==> src/rtl/ro_rsa_sequencer.sv <==
// Run controller for one side-channel capture: starts RO sampling and DMA, fires the
// RSA core after a delay, times the RSA run, then stops sampling and waits for the drain.
module ro_rsa_sequencer #(
   parameter int CFG_WIDTH = 32
) (
   input  logic                 clk,
   input  logic                 rst,
   input  logic                 go,
   input  logic [CFG_WIDTH-1:0] trigger_delay,
   input  logic [CFG_WIDTH-1:0] tail_cycles,
   input  logic [CFG_WIDTH-1:0] rsa_timeout,
   input  logic                 rsa_ready,
   input  logic                 wr_done,
   output logic                 ro_go,
   output logic                 rsa_go,
   output logic                 ro_stop,
   output logic                 busy,
   output logic                 done,
   output logic [CFG_WIDTH-1:0] rsa_cycles,
   output logic [1:0]           status
);
   typedef enum logic [2:0] {
      IDLE, DELAY, FIRE, WAIT_BUSY, WAIT_DONE, TAIL, DRAIN, FINISH
   } state_t;

   localparam logic [CFG_WIDTH-1:0] ONE = CFG_WIDTH'(1);

   state_t               state_reg, state_next;
   logic [CFG_WIDTH-1:0] count_reg, count_next;
   logic [CFG_WIDTH-1:0] cycles_reg, cycles_next, cycles_inc;
   logic [CFG_WIDTH-1:0] delay_reg, tail_reg, timeout_reg;
   logic [1:0]           status_reg, status_next;
   logic                 ro_go_reg, ro_go_next;
   logic                 rsa_go_reg, rsa_go_next;
   logic                 ro_stop_reg, ro_stop_next;
   logic                 busy_reg, busy_next;
   logic                 done_reg, done_next;
   logic                 accept, delay_hit, tail_hit, timed_out, in_run;

   assign accept     = go && (state_reg == IDLE || state_reg == FINISH);
   assign delay_hit  = (count_reg == delay_reg);
   assign tail_hit   = (count_reg == tail_reg);
   assign timed_out  = (timeout_reg != '0) && (cycles_reg == timeout_reg);
   assign cycles_inc = (&cycles_reg) ? cycles_reg : cycles_reg + ONE;
   assign in_run     = state_reg inside {DELAY, FIRE, WAIT_BUSY, WAIT_DONE};

   always_ff @(posedge clk) begin
      if (rst)
         state_reg <= IDLE;
      else
         state_reg <= state_next;
   end

   // The delay compare fires rsa_go directly when the core is already idle, so that
   // rsa_go lands trigger_delay+1 cycles after ro_go; FIRE only holds a deferred trigger.
   always_comb begin
      state_next = state_reg;
      case (state_reg)
         IDLE, FINISH: if (go) state_next = DELAY;
         DELAY:        if (delay_hit) state_next = rsa_ready ? WAIT_BUSY : FIRE;
         FIRE:         if (rsa_ready) state_next = WAIT_BUSY;
         WAIT_BUSY: begin
            if (timed_out)       state_next = TAIL;
            else if (!rsa_ready) state_next = WAIT_DONE;
         end
         WAIT_DONE:    if (timed_out || rsa_ready) state_next = TAIL;
         TAIL:         if (tail_hit) state_next = DRAIN;
         DRAIN:        if (wr_done) state_next = FINISH;
         default:      state_next = IDLE;
      endcase
   end

   always_comb begin
      count_next   = count_reg;
      cycles_next  = cycles_reg;
      status_next  = status_reg;
      done_next    = done_reg;
      ro_go_next   = 1'b0;
      rsa_go_next  = 1'b0;
      ro_stop_next = 1'b0;
      busy_next    = !(state_next inside {IDLE, FINISH});
      if (in_run && wr_done)
         status_next[1] = 1'b1;
      case (state_reg)
         IDLE, FINISH: begin
            if (go) begin
               count_next  = '0;
               cycles_next = '0;
               status_next = '0;
               done_next   = 1'b0;
               ro_go_next  = 1'b1;
            end
         end
         DELAY: begin
            if (!delay_hit) begin
               count_next = count_reg + ONE;
            end else if (rsa_ready) begin
               rsa_go_next = 1'b1;
               cycles_next = '0;
            end
         end
         FIRE: begin
            if (rsa_ready) begin
               rsa_go_next = 1'b1;
               cycles_next = '0;
            end
         end
         WAIT_BUSY, WAIT_DONE: begin
            // The cycle that exits to TAIL is not counted, freezing rsa_cycles.
            if (timed_out) begin
               status_next[0] = 1'b1;
               count_next     = '0;
            end else if (state_reg == WAIT_DONE && rsa_ready) begin
               count_next = '0;
            end else begin
               cycles_next = cycles_inc;
            end
         end
         TAIL: begin
            if (tail_hit)
               ro_stop_next = 1'b1;
            else
               count_next = count_reg + ONE;
         end
         DRAIN: if (wr_done) done_next = 1'b1;
         default: ;
      endcase
   end

   always_ff @(posedge clk) begin
      if (rst) begin
         count_reg   <= '0;
         cycles_reg  <= '0;
         status_reg  <= '0;
         delay_reg   <= '0;
         tail_reg    <= '0;
         timeout_reg <= '0;
         ro_go_reg   <= 1'b0;
         rsa_go_reg  <= 1'b0;
         ro_stop_reg <= 1'b0;
         busy_reg    <= 1'b0;
         done_reg    <= 1'b0;
      end else begin
         count_reg   <= count_next;
         cycles_reg  <= cycles_next;
         status_reg  <= status_next;
         ro_go_reg   <= ro_go_next;
         rsa_go_reg  <= rsa_go_next;
         ro_stop_reg <= ro_stop_next;
         busy_reg    <= busy_next;
         done_reg    <= done_next;
         if (accept) begin
            delay_reg   <= trigger_delay;
            tail_reg    <= tail_cycles;
            timeout_reg <= rsa_timeout;
         end
      end
   end

   assign ro_go      = ro_go_reg;
   assign rsa_go     = rsa_go_reg;
   assign ro_stop    = ro_stop_reg;
   assign busy       = busy_reg;
   assign done       = done_reg;
   assign rsa_cycles = cycles_reg;
   assign status     = status_reg;
endmodule

==> config.mk <==
export PLATFORM = sky130hd
export DESIGN_NAME = ro_rsa_sequencer
export DESIGN_NICKNAME = d
export VERILOG_FILES = /design/src/rtl/ro_rsa_sequencer.sv
export SDC_FILE = /design/constraint.sdc
export NUM_CORES = 1
export LEC_CHECK = 0
export BUFFER_PORTS_ARGS = -buffer_cell sky130_fd_sc_hd__clkbuf_2
export CAP_MARGIN = 20
export CORE_ASPECT_RATIO = 0.9
export CORE_MARGIN = 2
export CORE_UTILIZATION = 35
export CTS_CLUSTER_DIAMETER = 30
export DETAILED_ROUTE_END_ITERATION = 10
export MAX_ROUTING_LAYER = met4
export RECOVER_POWER = 50
export SYNTH_ARGS = -nofsm -noshare
export SYNTH_HDL_FRONTEND = slang
export SYNTH_SLANG_ARGS = --single-unit
==> constraint.sdc <==
create_clock -name clk -period 2.3 [get_ports clk]
set_clock_uncertainty 0.05 [all_clocks]
set_input_delay 0.345 -clock clk [delete_from_list [all_inputs] [get_ports clk]]
set_output_delay 0.345 -clock clk [all_outputs]
set_load 0.005 [all_outputs]
==> flow_results.org, run 1 <==
** Synth
- Share of async-settable or async-resettable flops after synthesis :: 0%
- Number of nets in the synthesized netlist :: 1219
- Count of flip-flops with a built-in enable after synthesis :: 0
- Synthesis produced a netlist whose cell count is roughly 1100.
- Top area cells in the synthesized netlist :: sky130_fd_sc_hd__dfxtp_1 38%, sky130_fd_sc_hd__nand2_1 10%, sky130_fd_sc_hd__a21oi_1 8.1%
- Seq cells post-synth :: 170
- Average footprint of a synthesized cell :: 7.98 µm²
- Syn Std Cell Area :: 0.00891 mm²
- Sequential cells were found to cover 38.2% of the synthesized design area.
- Yosys printed 0 warnings.
- Leading area contributor after synthesis :: sky130_fd_sc_hd__dfxtp_1
- Number of distinct standard cells referenced by the synthesized netlist :: 59
- In the synthesized netlist the dominant register cell turns out to be sky130_fd_sc_hd__dfxtp_1.
- Top-area cell type share of the netlist area :: between 30% and 40%

** Die
- Standard cell core area :: 0.0250 mm²
- The die is 155 µm tall.
- Once the floorplan was initialized, standard cells occupied 35.6% of the core.
- Pin placement for this block handled 140 I/O pins.
- Die W :: 172 µm
- The die covers 0.0268 mm².
- The floorplan has 55 rows.

** Setup path
- Traced cell by cell, the critical path runs through xor2_1, nor4_1, buf_4, nand4_1, buf_4, a2111oi_4, buf_6, nor2_4, buf_6, or4_4, a21oi_2.
- The setup path with the least slack is of type register to register.
- Max stage delay cell, worst path :: sky130_fd_sc_hd__or4_4
- CP max FO :: 7
- For this run, the slowest stage of the critical path takes 0.41 ns.
- R2R Path Start :: rsa_cycles[18]
- At the worst endpoint, the arrival time is 3.02 ns.
- Data required time at the worst endpoint :: 2.63 ns
- Counting cells, the worst reg-to-reg path comes to 11.
- The worst setup path is launched from a register.
- In this run the worst setup path begins at rsa_cycles[18].
- Type of destination of the critical path :: register

** GRT
- Total global routing overflow :: 0
- The first global-routing pass estimated between 50000 and 60000 µm of wire.
- The number of global-route vias before repair is 9323.
- The initial antenna violation count is 0.
- Combined global-route utilization of all metal layers :: 25.9%
- Entering global routing, the biggest net connects 60 pins.

** Clocking
- After clock tree synthesis, the clock-pin slew on the worst setup and hold paths is approximately 0.070 ns.
- CTS tree :: done
- The tree is rooted in a sky130_fd_sc_hd__clkbuf_16.
- Deepest clock path buffer count :: 2
- The later pin in the worst-skew pair is clocked with a latency of 0.44 ns.
- For this design, the sink count on the clock tree is 170.
- The clock tree synthesis step divided the H-tree into 4 levels.
- The number of clock buffers added by TritonCTS is 17.

** Power
- Proportion of power drawn by the clock network :: between 40% and 50%
- Power density over cell area :: 596 mW/mm²
- Net switching is 28.4% of the power.
- Internal Dissipation :: 0.00562 W
- For this design the total switching power over the nets is about 0.0022 W.
- Overall power consumption after layout is estimated at 0.00785 W.
- Combinational share of power :: 18.5%
- Static power due to leakage :: 5.54 nW
- Sequential cells burn 40.4% of the power.
- Across the VDD grid, the largest voltage drop is 0.515 mV.

** STA
- Slew at the pin with the worst max-slew slack :: approximately 0.97 ns
- Final critical-path required period :: 2.69 ns
- Final worst setup slack :: -0.395 ns
- Worst slew margin relative to its limit :: between 30 and 40%
- Setup repair after global routing could not meet its margin everywhere.
- Fmax :: 371 MHz
- Final-report hold violation count :: 0
- Setup violations remaining at the end of the flow were counted as 65.
- The final critical path takes up 117% of the cycle.
- The final count of pins violating max slew was 0.

** Finish
- Post-route standard cell area excluding fillers :: 0.0132 mm²
- Cells fill 52.6% of the core in the end.
- From synthesis to final layout, the design area changed by 47.8%.
- The number of antenna diodes in the final layout is 0.
- Fraction of final layout cells with drive strength greater than 1 :: a little under two fifths
- Layout Nets :: approximately 1600

** Detailed routing
- Number of DRC markers after the initial detailed-route iteration :: between 900 and 1000
- The final route contains 9910 vias.
- Once detail routing completed, the nets flagged for antenna violations numbered 0.
- Wire length per cell after detailed routing :: 18.8 µm
- Summed over all layers, the routed wires come to about 34000 µm.
- Dividing the detail-routed via count by the number of cells gives 5.48.
- Pre-antenna DRT Iters :: 5
- Residual DRC count :: 0

** Place
- The congestion estimate from routability-driven global placement came to 0.909.
- Hpwl dp :: 24000 µm
- During placement, the flow inserted port buffers numbering 139.
- Post-place setup slack :: -0.413 ns
- Summing all placed instances gives a cell area of about 0.011 mm².

** Flow run
- Max-capacitance violation count :: 0

** Worst hold path
- Min-Delay Path Depth :: 3
- Hold_sp :: trigger_delay[21]
- Class of the tightest hold or removal check :: input pin to register

** Outcome
- Run status :: complete, but fails checks
- Violations in the final reports :: negative setup slack
-- kinds of logic (layout without fill, tap and decap cells) --
family / count (synthesis) / after routing / synth area share (%)
XOR/XNOR: 98 / 98 / 9.97
multiplexers: 1 / 1 / 0.112
AND/OR/NAND/NOR: 506 / 509 / 29.5
buffers and inverters: 95 / 439 / 5.42
adder cells (fa/ha/maj): 2 / 2 / 0.281
flip-flops: 170 / 170 / 38.2
AO/OA/AOI/OAI: 244 / 247 / 16.5
-- final timing paths --
check                                endpoint  slack (ns)
worst min register to register    tail_reg[8]        0.42
worst max-delay path            count_reg[24]       -0.39
worst max register to register  count_reg[24]       -0.39
worst min-delay path            delay_reg[21]        0.06
-- power groups by stage --
stage / Sequential [W] / Combinational [W] / Clock [W]
detailed placement: 0.00323 / 0.00117 / 0
finish: 0.00317 / 0.00145 / 0.00322
floorplan: 0.00320 / 0.000653 / 0
global placement: 0.00322 / 0.00117 / 0
CTS: 0.00317 / 0.00136 / 0.00326
global route: 0.00318 / 0.00156 / 0.00337
-- synthesized netlist by cell type, drive strengths merged, types with 3 or more instances --
cell type,instances
nand2,243
dfxtp,170
a21oi,147
xor2,61
or4,49
clkbuf,46
buf,40
nand4,40
nor4,40
xnor2,37
nand3,31
nor2,31
o31ai,28
o211ai,22
o21ai,20
nor3,17
and3,12
or3,12
and4,11
inv,8
and2,7
o21a,6
o31a,5
a211oi,3
or4b,3
-- critical path, delay by kind of cell (launching register included) --
family / cells / cell delay [ns]
AND/OR/NAND/NOR: 4 / 0.92
buffers and inverters: 4 / 0.73
AO/OA/AOI/OAI: 2 / 0.45
flip-flops: 1 / 0.33
XOR/XNOR: 1 / 0.16
-- cells in the final DEF (no fill, tap or decap), types with 12 or more instances in the layout --
master / instances
sky130_fd_sc_hd__nand3_1: 31
sky130_fd_sc_hd__nand2_1: 243
sky130_fd_sc_hd__buf_4: 217
sky130_fd_sc_hd__and3_1: 12
sky130_fd_sc_hd__clkbuf_2: 133
sky130_fd_sc_hd__buf_6: 20
sky130_fd_sc_hd__nor4_1: 23
sky130_fd_sc_hd__xor2_1: 54
sky130_fd_sc_hd__nor3_1: 15
sky130_fd_sc_hd__o31ai_1: 20
sky130_fd_sc_hd__nand4_1: 38
sky130_fd_sc_hd__o211ai_1: 22
sky130_fd_sc_hd__buf_12: 14
sky130_fd_sc_hd__or4_1: 43
sky130_fd_sc_hd__a21oi_1: 127
sky130_fd_sc_hd__dfxtp_2: 20
sky130_fd_sc_hd__o21ai_0: 12
sky130_fd_sc_hd__xnor2_1: 26
sky130_fd_sc_hd__a21oi_2: 18
sky130_fd_sc_hd__clkbuf_16: 18
sky130_fd_sc_hd__dfxtp_1: 147
sky130_fd_sc_hd__nor2_1: 29
-- what timing repair did --
action | CTS | global route
setup endpoints to repair | 68 | 67
hold endpoints to repair | 0 | 0
gates cloned | 10 | 2
pin swaps | 53 | 28
buffers inserted | 24 | 9
gates resized for setup | 96 | 58
hold buffers | 0 | 0
-- area by class of cell --
cell class / count / area (µm²)
fill: 2396 / 11900
multi-input combinational: 857 / 5620
sequential: 170 / 3440
timing repair buffer: 398 / 3000
clock buffer: 18 / 439
tap: 342 / 428
clock inverter: 14 / 206
inverter: 9 / 33.8
-- routing by layer --
layer	GRT usage [%]	up-vias	part of all wire, %
met2	38.9	440	45
met1	34.9	4703	45
li1	-	4676	-
met3	4.04	91	7.0
met5	-	-	0
met4	9.76	0	3.2
-- through the flow --
stage | hold WS, ns | cells | setup TNS [ns]
floorplan | 0.398 | 1116 | -0.727
global placement | 0.405 | 1733 | -18.75
detailed placement | 0.411 | 1733 | -19.41
CTS | 0.0529 | 1799 | -14.91
global route | 0.0735 | 1808 | -25.52
finish | 0.0642 | 1808 | -16.82
(Power assumes the default switching activity.)
==> inputs of run 2 (changes only) <==
--- a/config.mk
+++ b/config.mk
@@ -5,13 +5,13 @@
 export SDC_FILE = /design/constraint.sdc
 export NUM_CORES = 1
 export LEC_CHECK = 0
-export BUFFER_PORTS_ARGS = -buffer_cell sky130_fd_sc_hd__clkbuf_2
 export CAP_MARGIN = 20
 export CORE_ASPECT_RATIO = 0.9
 export CORE_MARGIN = 2
 export CORE_UTILIZATION = 35
 export CTS_CLUSTER_DIAMETER = 30
 export DETAILED_ROUTE_END_ITERATION = 10
+export DONT_BUFFER_PORTS = 1
 export MAX_ROUTING_LAYER = met4
 export RECOVER_POWER = 50
 export SYNTH_ARGS = -nofsm -noshare
==> constraint.sdc (replaced) <==
create_clock -name clk -period 2.3 [get_ports clk]
set_clock_uncertainty 0.05 [all_clocks]
set_input_delay 0.23 -clock clk [delete_from_list [all_inputs] [get_ports clk]]
set_output_delay 0.23 -clock clk [all_outputs]
set_load 0.005 [all_outputs]
==> run 2 against run 1 <==
Against the previous run: the run still ends with negative setup slack left; maximum frequency up 0.75%; first-iteration DRC count decreased by 8.6%; flip-flop and latch count is the same; non-clock buffer count shrank 85; worst hold slack worse by 0.0081 ns; clock power fell by 11%; die area unchanged; register-to-register slack improved by 0.02 ns; via count is 3.6% lower; critical path type unchanged; critical endpoint is now count_reg[16].
==> flow_results.org, run 2 (synthesis gave the netlist of run 1 again) <==
** Outcome
- The run finished, with violations left.
- The checks that failed: negative setup slack.

** STA
- Setup repair after global routing could not meet its margin everywhere.
- The post-route fraction of the period consumed by the critical path was 116% (-0.87 points).
- The measured slew at the worst slew-check pin was 0.829 ns (-0.141 ns).
- Endpoints failing setup :: 66 (+1.5%)
- Fmax :: 374 MHz (+0.75%)
- Worst slew margin relative to its limit :: 44.8% (+9.4 points)
- Final critical-path required period :: 2.67 ns (-0.0200 ns)
- Final worst setup slack :: -0.375 ns (+0.0200 ns)
- The count of final hold-check violations came to 0 (unchanged).
- The final count of pins violating max slew was 0 (unchanged).

** Setup path
- R2R Path Start :: timeout_reg[31]
- The endpoint identified for the worst register-to-register timing path is count_reg[16].
- Depth of the worst register-to-register path :: 10 (-1)
- Cell-by-cell listing of the critical path :: buf_6, nor4_4, nand4_1, nor2_1, buf_4, a2111oi_4, buf_12, o31a_1, or4_1, nand2_1
- The critical path in this run is classified as register to register.
- The endpoint arrival time on the critical path was 3.02 ns (about the same).
- STA classifies the critical path startpoint as a register.
- The maximum single-stage delay on the critical path came to 0.56 ns (+0.15 ns).
- Type of destination of the critical path :: register
- The critical path data required time was 2.64 ns (about the same).
- The reg2reg setup slack was -0.37 ns (+0.02 ns).
- The largest fanout on the critical path came to 8 (+1).
- Max stage delay cell, worst path :: sky130_fd_sc_hd__or4_1

** Detailed routing
- Antenna viol nets, final :: 0 (unchanged)
- Number of DRC markers after the initial detailed-route iteration :: 831 (-8.6%)
- The via density per instance is 5.54 (+1.1%).
- Pre-antenna DRT Iters :: 5 (unchanged)
- The overall via count from detail_route is 9551 (-3.6%).
- Wire length per cell after detailed routing :: 19.0 µm (+0.92%)
- The DRC violation count after routing is 0 (unchanged).
- The routed wire length was 32700 µm (-3.8%).

** Finish
- The final standard cell area without fillers is 0.0127 mm² (-3.5%).
- The count of fill cells added during filler insertion was 2346 (-2.1%).
- The library cells used most frequently in the layout, excluding fill and tap cells, are 241 x sky130_fd_sc_hd__nand2_1, 160 x sky130_fd_sc_hd__buf_4, 142 x sky130_fd_sc_hd__dfxtp_1, 133 x sky130_fd_sc_hd__a21oi_1, 97 x sky130_fd_sc_hd__dlygate4sd3_1.
- The antenna diode count was 0 (unchanged).
- The library cell used most frequently in the layout, excluding fill and tap cells, is sky130_fd_sc_hd__nand2_1.
- The final layout net count is 1471 (-5.5%).
- The share of final-layout standard cells stronger than drive strength 1 came to 24.9% (-13 points).
- Compared with the post-synthesis result, the final layout area differs by 42.6%.

** Die
- Die W :: 172 µm (unchanged)
- Standard cell core area :: 0.0250 mm² (unchanged)
- The die height is 155 µm (unchanged).
- The I/O pin total came to 140 (unchanged).
- The number of core rows is 55 (unchanged).
- The floorplan die area was 0.0268 mm² (unchanged).
- The effective utilization at floorplan was 35.6% (unchanged).

** Clocking
- Clock transition time at the flip-flop clock pins of the worst setup and hold paths :: 0.08 ns (about the same)
- Root Buffer Master :: sky130_fd_sc_hd__clkbuf_16
- Clk Latency, worst-skew pair :: 0.45 ns (about the same)
- The sink count of the clock tree came to 170 (unchanged).
- The number of levels the H-tree was split into came to 4 (unchanged).
- Clock buffers created by TritonCTS :: 17 (unchanged)
- Deepest clock path buffer count :: 2 (unchanged)
- CTS tree :: done

** Power
- The internal power consumption was 0.00516 W (-8.2%).
- The leakage power was 4.97 nW (-10%).
- The relative contribution of the clock network to total power came to 38.6% (-2.5 points).
- The maximum vdd drop is 0.620 mV (+20%).
- The reported net switching power is 0.00226 W (+1.4%).
- The power density normalized to cell area was 584 mW/mm² (-2.1%).
- Sequential fraction of design power :: 42.9% (+2.5 points)
- Combinational share of power :: 18.6% (about the same)
- Switching portion of total power :: 30.5% (+2.1 points)
- Total Power :: 0.00742 W (-5.5%)

** GRT
- The first-pass GRT wire length came to 49800 µm (-4.0%).
- The total grt overflow was 0 (unchanged).
- Antenna violations before repair :: 0 (unchanged)
- Combined global-route utilization of all metal layers :: 24.8% (-1.1 points)
- Maximum number of pins on one net before global-route repair :: 109 (+82%)
- The number of global-route vias before repair is 9145 (-1.9%).

** Flow run
- Max-capacitance violation count :: 0 (unchanged)

** Place
- Weighted congestion reported at the end of routability-driven placement :: 0.921 (+1.3%)
- Hpwl dp :: 22400 µm (-7.0%)
- Placed cell areas :: 0.0105 mm² (-8.1%)
- The number of port buffers came to 0 (-100%).

** Worst hold path
- Min-Delay Path Depth :: 2 (-1)
- The startpoint identified for the worst hold timing path is tail_cycles[31].
- Hold EP :: tail_reg[31]
- Class of the tightest hold or removal check :: input pin to register
run 2: worst max-delay path: cells and delay by family (launching register included):
kind	cells	cell delay [ns]
AOI/OAI and AO/OA	2	0.43
buffers and inverters	3	0.44
DFF	1	0.33
and+or+nand+nor	5	1.36
run 2: through the flow:
stage	setup TNS [ns]	setup slack [ns]	util (%)	hold WS, ns	cells
final	-15.11	-0.375	50.7	0.0561	1723
after global routing	-27.34	-0.436	50.7	0.0442	1723
after CTS	-11.16	-0.243	49.8	0.00903	1713
after detailed placement	-23.18	-0.498	41.9	0.262	1566
after global placement	-23.13	-0.522	41.9	0.262	1566
after floorplan	-0.727	-0.0728	-	0.316	1116
run 2: how the worst max path moves through the flow:
| stage | slack (ns) | end | startpoint |
|---|---|---|---|
| 2_1_floorplan | -0.07 | count_reg[15] | rsa_cycles[29] |
| 3_3_place_gp | -0.52 | count_reg[16] | timeout_reg[31] |
| 3_5_place_dp | -0.50 | count_reg[16] | timeout_reg[31] |
| 4_1_cts | -0.24 | count_reg[4] | timeout_reg[31] |
| 5_1_grt | -0.44 | count_reg[16] | timeout_reg[31] |
| 6_report | -0.37 | count_reg[16] | timeout_reg[31] |
run 2: layout make-up:
cell class              instances  area (µm²)  share of cell area, %
multi-input cells             857        5530                   43.5
well taps                     342         428                   3.37
clock buffers                  17         425                   3.35
flip-flops and latches        170        3440                   27.1
repair buffers                313        2710                   21.3
inverters                       9        33.8                  0.266
clock inverters                15         145                   1.14
run 2: power groups by stage:
| stage | clock network [W] | registers [W] | logic (W) |
|---|---|---|---|
| finish | 0.00286 | 0.00318 | 0.00138 |
| global route | 0.00302 | 0.00319 | 0.00148 |
| CTS | 0.00289 | 0.00317 | 0.00129 |
| detailed placement | 0 | 0.00323 | 0.00101 |
| global placement | 0 | 0.00323 | 0.000998 |
| floorplan | 0 | 0.00320 | 0.000653 |
run 2: routing by layer:
layer | GRT usage (%) | up-vias | share of wire, %
met5 | - | - | 0
met4 | 7.36 | 0 | 2.3
met3 | 3.89 | 61 | 5.6
met2 | 39.5 | 394 | 47
met1 | 32.4 | 4568 | 45
li1 | - | 4528 | -
run 2: timing repair:
item	CTS	global route
hold buffers	98	0
setup buffers	12	8
pin swaps	23	34
setup endpoints to repair	67	67
cloned	5	3
hold endpoints to repair	108	0
gates resized for setup	66	69
==> inputs of run 3 (changes only) <==
--- a/config.mk
+++ b/config.mk
@@ -14,6 +14,8 @@
 export DONT_BUFFER_PORTS = 1
 export MAX_ROUTING_LAYER = met4
 export RECOVER_POWER = 50
+export SETUP_SLACK_MARGIN = 0.1
+export SLEW_MARGIN = 0
 export SYNTH_ARGS = -nofsm -noshare
 export SYNTH_HDL_FRONTEND = slang
 export SYNTH_SLANG_ARGS = --single-unit
==> constraint.sdc (replaced) <==
create_clock -name clk -period 3.1 [get_ports clk]
set_clock_uncertainty 0.05 [all_clocks]
set_input_delay 0.31 -clock clk [delete_from_list [all_inputs] [get_ports clk]]
set_output_delay 0.31 -clock clk [all_outputs]
set_load 0.005 [all_outputs]
==> run 3 against run 2 <==
Against the previous run: the flow now finishes without violations; critical path depth is 2 lower; global-route usage fell by 2.6 points; total power is 28% lower; non-clock buffer count decreased by 170; clock power is 22% lower; clock-buffer cell count rose by 2; critical path type unchanged; sequential share of layout area increased by 4.2 points; utilization decreased by 7.3 points; setup slack improved by 0.63 ns; sequential power is 25% lower; register-to-register slack better by 0.63 ns; combinational power down 47%; highest routed layer unchanged.
==> flow_results.org, run 3 (synthesis gave the netlist of run 1 again) <==
** Finish
- Layout Nets :: 1296 (-12%)
- The library cells used most frequently in the layout, excluding fill and tap cells, are 243 x sky130_fd_sc_hd__nand2_1, 167 x sky130_fd_sc_hd__dfxtp_1, 145 x sky130_fd_sc_hd__a21oi_1, 94 x sky130_fd_sc_hd__dlygate4sd3_1, 61 x sky130_fd_sc_hd__xor2_1.
- ANT cells :: 0 (unchanged)
- Area overhead of the layout relative to synthesis :: 22.1%
- Fraction of final layout cells with drive strength greater than 1 :: 8.54% (-16 points)
- Area taken by multi-input logic gates :: 0.00507 mm² (-8.4%)
- Most common cell after layout, fill and taps aside :: sky130_fd_sc_hd__nand2_1
- The count of fill cells added during filler insertion came to 2487 (+6.0%).
- Final cell count without fillers :: 1548 (-10%)
- The sequential cell area in the final layout came to 0.00341 mm² (-0.98%).

** GRT
- Combined global-route utilization of all metal layers :: 22.2% (-2.6 points)
- The first-pass GRT wire length was 45000 µm (-9.7%).
- Antenna violations before repair :: 0 (unchanged)
- The total grt overflow came to 0 (unchanged).
- The number of global-route vias before repair is 8089 (-12%).
- The largest net degree at the start of global routing is 108 (-0.92%).

** Detailed routing
- Total routed wirelength :: 29200 µm (-11%)
- The routed wirelength normalized by instance count is 18.8 µm (-0.79%).
- The number of DRC violations after detailed-routing iteration 0 came to 758 (-8.8%).
- The post-route antenna net violation count came to 0 (unchanged).
- The total iterations of the first detailed-routing run was 5 (unchanged).
- The overall via count from detail_route was 8744 (-8.4%).
- The DRC violation count after routing came to 0 (unchanged).
- Avg Vias per Cell :: 5.65 (+1.9%)

** Power
- Worst VDD drop :: 0.334 mV (-46%)
- The total power consumption of the routed design is 0.00532 W (-28%).
- The leakage power is 4.02 nW (-19%).
- The power density normalized to cell area came to 489 mW/mm² (-16%).

** Setup path
- Cell-by-cell listing of the critical path :: xnor2_1, nand4_1, nor4_4, and4_4, a2bb2o_4, buf_12, or4_1, nand2_1
- Delay contributed by the slowest stage of the critical path :: 0.51 ns (-0.05 ns)
- For this design, the slowest cell found on the critical path is sky130_fd_sc_hd__dfxtp_1.
- The critical path buffer and inverter count is 1 (-2).
- Among cell families on the critical path, the largest total delay comes from simple AND/OR/NAND/NOR gates.
- CP max FO :: 21 (+13)
- Startpoint-to-endpoint class of the critical path :: register to register
- The critical path data required time is 3.44 ns (+0.80 ns).
- Type of destination of the critical path :: register
- The endpoint arrival time on the critical path came to 3.18 ns (+0.16 ns).
- STA classifies the critical path startpoint as a register.

** STA
- Fmax :: 352 MHz (-5.8%)
- Final critical-path required period :: 2.84 ns (+0.166 ns)
- RSZ-0062 raised after global routing :: no
- The sum of negative setup slack is 0 ns (+15.11 ns).
- Endpoints failing setup :: 0 (-100%)
- The measured slew at the worst slew-check pin is 0.812 ns (-0.0168 ns).
- The post-route fraction of the period consumed by the critical path came to 91.6% (-25 points).
- Max Transition Viols Final :: 0 (unchanged)
- The count of final hold-check violations is 0 (unchanged).
- Worst slew margin relative to its limit :: 45.9% (+1.1 points)
- The setup slack after layout is 0.259 ns (+0.634 ns).

** Die
- Standard cell core area :: 0.0250 mm² (unchanged)
- Std cell rows :: 55 (unchanged)
- Area enclosed by the die boundary :: 0.0268 mm² (unchanged)
- Die W :: 172 µm (unchanged)
- Die H :: 155 µm (unchanged)
- The I/O pin total came to 140 (unchanged).
- The effective utilization at floorplan is 35.6% (unchanged).

** Clocking
- Clk Latency, worst-skew pair :: 0.44 ns (about the same)
- The sink count of the clock tree came to 170 (unchanged).
- Deepest clock path buffer count :: 2 (unchanged)
- Clock transition time at the flip-flop clock pins of the worst setup and hold paths :: 0.08 ns (about the same)
- The tree is rooted in a sky130_fd_sc_hd__clkbuf_16.
- The number of levels the H-tree was split into is 4 (unchanged).
- Clock buffers created by TritonCTS :: 17 (unchanged)
- CTS tree :: done
- Number of buffers inserted by post-CTS setup repair :: 0 (-12)

** Flow run
- The max-cap check violation count is 0 (unchanged).

** Worst hold path
- The path class of the tightest hold or removal check is input pin to register.

** Place
- The worst-case setup slack after placement was 0.221 ns (+0.719 ns).
- Hpwl dp :: 20300 µm (-9.1%)
- The placer congestion estimate came to 0.941 (+2.1%).
- Cell total after placement :: 1420 (-9.3%)
- Total of buffers placed on input and output ports :: 0 (unchanged)

** Outcome
- The flow ran to the end, and the final reports show no timing, DRC or antenna violations.
run 3: per-layer routing:
layer  GRT usage, %  share of wire, %  wire length (µm)
met2           33.8                46             13400
met1           30.0                46             13300
met4           7.48               2.0               586
met3           3.66               6.4              1880
met5              -                 0                 0
run 3: final timing paths:
kind / start / endpoint / slack (ns) / cells past startpoint
min reg2reg: tail_reg[12] / tail_reg[12] / 0.42 / 2
max: count_reg[6] / rsa_cycles[4] / 0.26 / 8
max reg2reg: count_reg[6] / rsa_cycles[4] / 0.26 / 8
min: trigger_delay[4] / delay_reg[4] / 0.02 / 2
run 3: what timing repair did:
action / in CTS / in global routing
endpoints found under the setup margin: 0 / 29
endpoints found under the hold margin: 107 / 0
hold buffers: 95 / 0
gates resized for setup: 0 / 9
run 3: final cells by class:
cell class,instances,share of cell area (%)
clock buffer,19,4.07
clock inverter,13,1.43
inverter,9,0.311
multi-input combinational,852,46.6
sequential,170,31.3
tap,342,3.93
timing repair buffer,143,12.4
run 3: metrics by stage:
| step | area, µm² | hold WS [ns] | util [%] |
|---|---|---|---|
| after floorplan | 8910 | 0.396 | - |
| after global placement | 9320 | 0.351 | 37.2 |
| after detailed placement | 9320 | 0.346 | 37.2 |
| after CTS | 10900 | 0.00502 | 43.5 |
| after global routing | 10900 | 0.00625 | 43.4 |
| final | 10900 | 0.0185 | 43.4 |
run 3: where the power goes:
part / switching, W / leakage, nW / total [W] / internal, W
Sequential: 0.0000963 / 1.39 / 0.00237 / 0.00227
Combinational: 0.000425 / 2.35 / 0.000731 / 0.000306
Clock: 0.000988 / 0.289 / 0.00222 / 0.00123
